[src/rtl/ledwalk_checker_onehot_decode.sv]
// ============================================================================
// Module : led_onehot_decode
// Brief  : Combinational one-hot check and bit-position decode of the LED bus.
// Rev    : 1.0  initial release
// ============================================================================
`default_nettype none

module led_onehot_decode #(
  parameter int NLEDS = 8
) (
  input  logic [NLEDS-1:0]         led,
  output logic                     valid,
  output logic [$clog2(NLEDS)-1:0] index
);

  localparam int IW = $clog2(NLEDS);

  assign valid = ($countones(led) == 1);

  // Index is only meaningful when valid; with several bits set the highest wins.
  always_comb begin
    index = '0;
    for (int i = 0; i < NLEDS; i++) begin
      if (led[i]) index = IW'(i);
    end
  end

endmodule

`default_nettype wire

[config.mk]
export PLATFORM = sky130hd
export DESIGN_NAME = led_onehot_decode
export DESIGN_NICKNAME = d
export VERILOG_FILES = /design/src/rtl/ledwalk_checker_onehot_decode.sv
export SDC_FILE = /design/constraint.sdc
export NUM_CORES = 1
export LEC_CHECK = 0
export ABC_AREA = 1
export BUFFER_PORTS_ARGS = -buffer_cell sky130_fd_sc_hd__buf_2
export CAP_MARGIN = 20
export CORE_AREA = 2 2 39 41
export DETAILED_ROUTE_END_ITERATION = 6
export DIE_AREA = 0 0 41 43
export SLEW_MARGIN = 20
export SYNTH_ARGS = -nofsm -noshare
export SYNTH_HDL_FRONTEND = slang
export SYNTH_SLANG_ARGS = --single-unit
[constraint.sdc]
create_clock -name vclk -period 3.3
set_clock_uncertainty 0.05 [all_clocks]
set_input_delay 0.495 -clock vclk [all_inputs]
set_output_delay 0.495 -clock vclk [all_outputs]
set_load 0.02 [all_outputs]
==> results of run 1 <==
[metrics by stage]
| stage | total power [mW] | hold slack (ps) | util, % |
|---|---|---|---|
| 2_1_floorplan | 0.0597 | 1130 | - |
| 3_3_place_gp | 0.0806 | 1270 | 24.2 |
| 3_5_place_dp | 0.0835 | 1280 | 24.2 |
| 4_1_cts | 0.0870 | 1280 | 24.4 |
| 5_1_grt | 0.108 | 1300 | 25.3 |
| 6_report | 0.0924 | 1280 | 25.3 |
[what timing repair did]
item | CTS | global route
endpoints found under the setup margin | 1 | 1
pin swaps | 0 | 1
setup buffers | 0 | 0
gates resized for setup | 1 | 4
[synthesized netlist by cell type]
library cell,count
a21oi_1,1
inv_1,9
o211ai_1,2
nor2_1,1
clkinv_2,1
nand2_1,8
fa_1,4
nand4_1,1
ha_1,3
inv_2,4
nand3_1,1
[layout make-up]
type | instances | share of cell area (%)
inverters | 14 | 15.4
repair buffers | 14 | 22.1
well taps | 16 | 5.71
multi-input cells | 21 | 56.8
[layer usage]
metal	up-vias	global-route usage (%)	part of all wire, %
li1	130	-	-
met1	111	4.52	38
met2	7	10.9	53
met3	0	0	8.3
met4	0	0	0
met5	-	0	0
[how the worst max path moves through the flow]
stage / startpoint / end / slack, ps / depth (start not counted)
after global routing: led[0] / valid / -470 / 12
final: led[0] / valid / -370 / 12
after detailed placement: led[0] / valid / -420 / 12
after global placement: led[0] / valid / -390 / 12
after CTS: led[0] / valid / -430 / 12
after floorplan: led[0] / valid / -200 / 10
[cells by family after synthesis]
kind of cell	after synthesis
AND/OR/NAND/NOR	11
buffers and inverters	14
AO/OA/AOI/OAI	3
adder cells (fa/ha/maj)	7
[power breakdown]
group          switching (mW)  total, mW  internal, mW  leakage, nW
logic                  0.0502     0.0924        0.0423        0.199
clock network               0          0             0            0
registers                   0          0             0            0
total                  0.0502     0.0924        0.0423        0.199
[critical path, delay by kind of cell]
family,cells,cell delay [ps]
AO/OA/AOI/OAI,2,220
adder cells (fa/ha/maj),5,2050
buffers and inverters,5,370
==> results.py, run 1 <==
metrics = {
    "setup_path": {
        "crit_chain": "buf_2 > inv_1 > fa_1 > fa_1 > fa_1 > inv_2 > ha_4 > inv_2 > fa_1 > o211ai_1 > a21oi_2 > buf_4",
        "crit_path_max_fanout": 2,
        "end_kind": "output port",
        "path_common_cell": "fa_1",
        "startpoint_type": "input pin",
        "slowest_stage": "fa_1",
        "cp_data_arrival_time_ps": 3130,
        "cpPeakStageDelay_ps": 550,
        "cp.required_ps": 2750,
        "crit_type": "input pin to output port",
    },
    "finish": {
        "postLayoutCellArea_um2": 350,
        "nets": 66,
        "seqCellArea_um2": 0,
        "area_delta_synth_final_pct": 48.1,
        "multi_input_area_um2": 199,
        "final_layout_size_suffix_gt1_share_pct": 46.9,
        "final_cells": 65,
        "final_common_cell": "buf_2",
        "final_cell_mix": "11 x buf_2, 8 x nand2_1, 7 x inv_1",
        "seq_cell_count": 0,
        "n_fill_cell": 155,
        "nClkBuffers": 0,
        "insertedDiodeCount": 0,
    },
    "global_route": {
        "antenna_found_initial": 0,
        "grt_usage_pct": 4.92,
        "grt_pass1_vias": 203,
        "grt_start_max_net_pins": 5,
        "overflow": 0,
        "grt_first_pass_wirelength_um": 655,
    },
    "sta": {
        "relSlewSlack_pct": 87.9,
        "finalSetupTns_ps": -375,
        "max_freq_ghz": 0.272,
        "hold_violations": 0,
        "timing.final.ws_setup_ps": -375,
        "min_period_over_period_pct": 111,
        "setup_viol_count_final": 1,
        "tightestPinTransition_ps": 181,
        "rsz0062_at_grt": "true",
        "fin_crit_ps": 3670,
        "drv_slew": 0,
    },
    "worst_hold_path": {
        "hold_depth": 4,
        "hold_path_class": "input pin to output port",
        "min_from": "led[6]",
        "min_to": "index[2]",
    },
    "die": {
        "coreArea_um2": 1380,
        "die_area_um2": 1760,
        "rows": 14,
        "start_util_pct": 17.1,
        "die_w_um": 41,
        "io_pins": 12,
        "die_height_um": 43,
    },
    "status": {
        "status": "finished with violations",
        "violations": "negative setup slack",
    },
    "placement": {
        "gp_congestion": 0.623,
        "dp_cells": 65,
        "dp_slack_ps": -423,
        "port_buffers": 12,
        "post_dp_cell_area_um2": 335,
    },
    "routing": {
        "post_drt_via_cell_ratio": 3.82,
        "ant_nets": 0,
        "drc_errors": 0,
        "wire_per_inst_um": 6.68,
        "num_vias": 248,
        "first_pass_iters": 1,
        "drt_iter0_drc": 0,
        "routed_wl_um": 434,
    },
    "power": {
        "vdd_drop_max_v": 0.0000673,
        "powerDensity_nw_per_um2": 264,
        "power.leakage_nw": 0.199,
    },
    "yosys": {
        "synthAdderAreaFrac_pct": 49.7,
        "synthCells": 35,
        "synth_xor_area_share_pct": 0,
        "synth_compound_area_share_pct": 8.47,
        "synthMuxAreaShare_pct": 0,
        "synth-simple-area-share_pct": 19.0,
        "synth_area_leaders": "fa_1 34%, ha_1 16%, inv_1 14%",
        "ys_types": 11,
        "syn_nets": 50,
        "synth_top_family_by_area": "adder cells",
        "synth_top_area_share_pct": 33.9,
        "avgSynthCellArea_um2": 6.76,
        "yosysTopAreaCell": "fa_1",
        "synth-seq-area-share_pct": 0,
        "yosysWarningCount": 0,
        "syn_area_um2": 236,
    },
    "job": {
        "maxCapViolCount": 0,
    },
    "cts": {
        "hold_buffers": 0,
    },
}
Note: power is estimated with default switching activity, not from simulation.
==> run 2, diff against run 1 <==
- RECOVER_POWER: not set -> 100
- clock period: 3.3 -> 4.7 ns (I/O delays scaled with it)
==> run 2 against run 1 <==
The run now ends clean. Highest routed layer unchanged. Largest power group unchanged. Critical path depth unchanged. Wire length decreased by 8.8%. Clock-buffer cell count unchanged. Critical endpoint unchanged. Utilization decreased by 2.8 points. Via count decreased by 12%. Sequential share of layout area unchanged. Worst setup slack improved by 870 ps. Worst hold slack improved by 470 ps. First-iteration DRC count increased by 1. Global-route usage decreased by 0.40 points. Design area decreased by 11%. Combinational power decreased by 43%.
==> results.py, run 2 (synthesis results as in run 1) <==
metrics = {
    "cts": {
        "hold_buffers": 0,
        "cts-resized-gates": 0,
        "cts_setup_buffers": 0,
    },
    "finish": {
        "nets": 64,
        "seqCellArea_um2": 0,
        "final_cell_mix": "9 x inv_1, 8 x nand2_1, 8 x buf_2",
        "final_layout_size_suffix_gt1_share_pct": 27.7,
        "area_delta_synth_final_pct": 31.7,
        "nClkBuffers": 0,
        "multi_input_area_um2": 183,
        "final_common_cell": "inv_1",
        "n_fill_cell": 160,
        "seq_cell_count": 0,
        "insertedDiodeCount": 0,
    },
    "global_route": {
        "grtUsageMet2_pct": 8.44,
        "grt_first_pass_wirelength_um": 600,
        "antenna_found_initial": 0,
        "gr-usage-met3_pct": 0,
        "grt_pass1_vias": 176,
        "overflow": 0,
        "grt.busiest_layer": "met2",
        "grt_start_max_net_pins": 5,
        "grt_usage_pct": 4.53,
        "grtUsageMet1_pct": 5.83,
    },
    "routing": {
        "wire_per_inst_um": 6.29,
        "post_drt_via_cell_ratio": 3.48,
        "ant_nets": 0,
        "drc_errors": 0,
        "routed_wl_um": 396,
        "drt_iter0_drc": 1,
        "num_vias": 219,
        "first_pass_iters": 4,
    },
    "setup_path": {
        "crit_path_max_fanout": 2,
        "cpPeakStageDelay_ps": 550,
        "crit_type": "input pin to output port",
        "cp_data_arrival_time_ps": 3450,
        "slowest_stage": "fa_1",
        "startpoint_type": "input pin",
        "cp.required_ps": 3940,
        "end_kind": "output port",
        "crit_chain": "buf_2 > inv_1 > fa_1 > fa_1 > fa_1 > inv_1 > ha_1 > inv_1 > fa_1 > o211ai_1 > a21oi_1 > clkbuf_1",
        "path_common_cell": "fa_1",
    },
    "sta": {
        "tightestPinTransition_ps": 250,
        "drv_slew": 0,
        "finalSetupTns_ps": 0,
        "setup_viol_count_final": 0,
        "fin_crit_ps": 4210,
        "rsz0062_at_grt": "false",
        "relSlewSlack_pct": 83.4,
        "max_freq_ghz": 0.238,
        "hold_violations": 0,
        "whs_ps": 1750,
        "min_period_over_period_pct": 89.5,
    },
    "placement": {
        "gp_congestion": 0.749,
        "port_buffers": 12,
    },
    "status": {
        "status": "completed",
    },
    "worst_hold_path": {
        "hold_path_class": "input pin to output port",
        "hold_depth": 4,
    },
    "die": {
        "die_area_um2": 1760,
        "die_height_um": 43,
        "rows": 14,
        "coreArea_um2": 1380,
        "start_util_pct": 17.1,
        "die_w_um": 41,
        "io_pins": 12,
    },
    "power": {
        "p_total_mw": 0.0523,
        "power.leakage_nw": 0.182,
        "vdd_drop_max_v": 0.0000529,
        "powerDensity_nw_per_um2": 168,
    },
    "job": {
        "maxCapViolCount": 0,
    },
}
[run 2: changes by cell type in the layout (fill, tap and decap cells not counted), sizes merged]
cell | before | now
buf | 14 | 8
clkbuf | 0 | 4
[run 2: through the flow]
step / setup slack (ps) / cells / area, µm² / util [%]
4_1_cts: 522 / 63 / 317 / 22.9
6_report: 493 / 63 / 312 / 22.5
3_5_place_dp: 530 / 63 / 317 / 22.9
2_1_floorplan: 670 / 35 / 236 / -
3_3_place_gp: 554 / 63 / 317 / 22.9
5_1_grt: 355 / 63 / 312 / 22.5
[run 2: per-layer routing]
metal / wire length, µm / up-vias
li1: - / 127
met1: 190 / 84
met2: 166 / 8
met3: 39 / 0
met4: 0 / 0
met5: 0 / -
[run 2: power by group]
group / switching, mW / internal (mW) / total [mW] / leakage [nW]
Combinational: 0.0306 / 0.0216 / 0.0523 / 0.182
Sequential: 0 / 0 / 0 / 0
Clock: 0 / 0 / 0 / 0
Total: 0.0306 / 0.0216 / 0.0523 / 0.182
[run 2: final timing paths]
check             startpoint        to
setup / recovery      led[0]     valid
hold / removal        led[7]  index[0]
[run 2: area by class of cell]
type / instances / area share (%)
inverter: 14 / 17.3
multi-input combinational: 21 / 58.6
tap: 16 / 6.43
timing repair buffer: 12 / 17.7
[run 2: worst max-delay path: cells and delay by family]
kind / cells / cell delay, ps
compound gates: 2 / 230
buf+inv: 5 / 470
fa+ha+maj: 5 / 2040
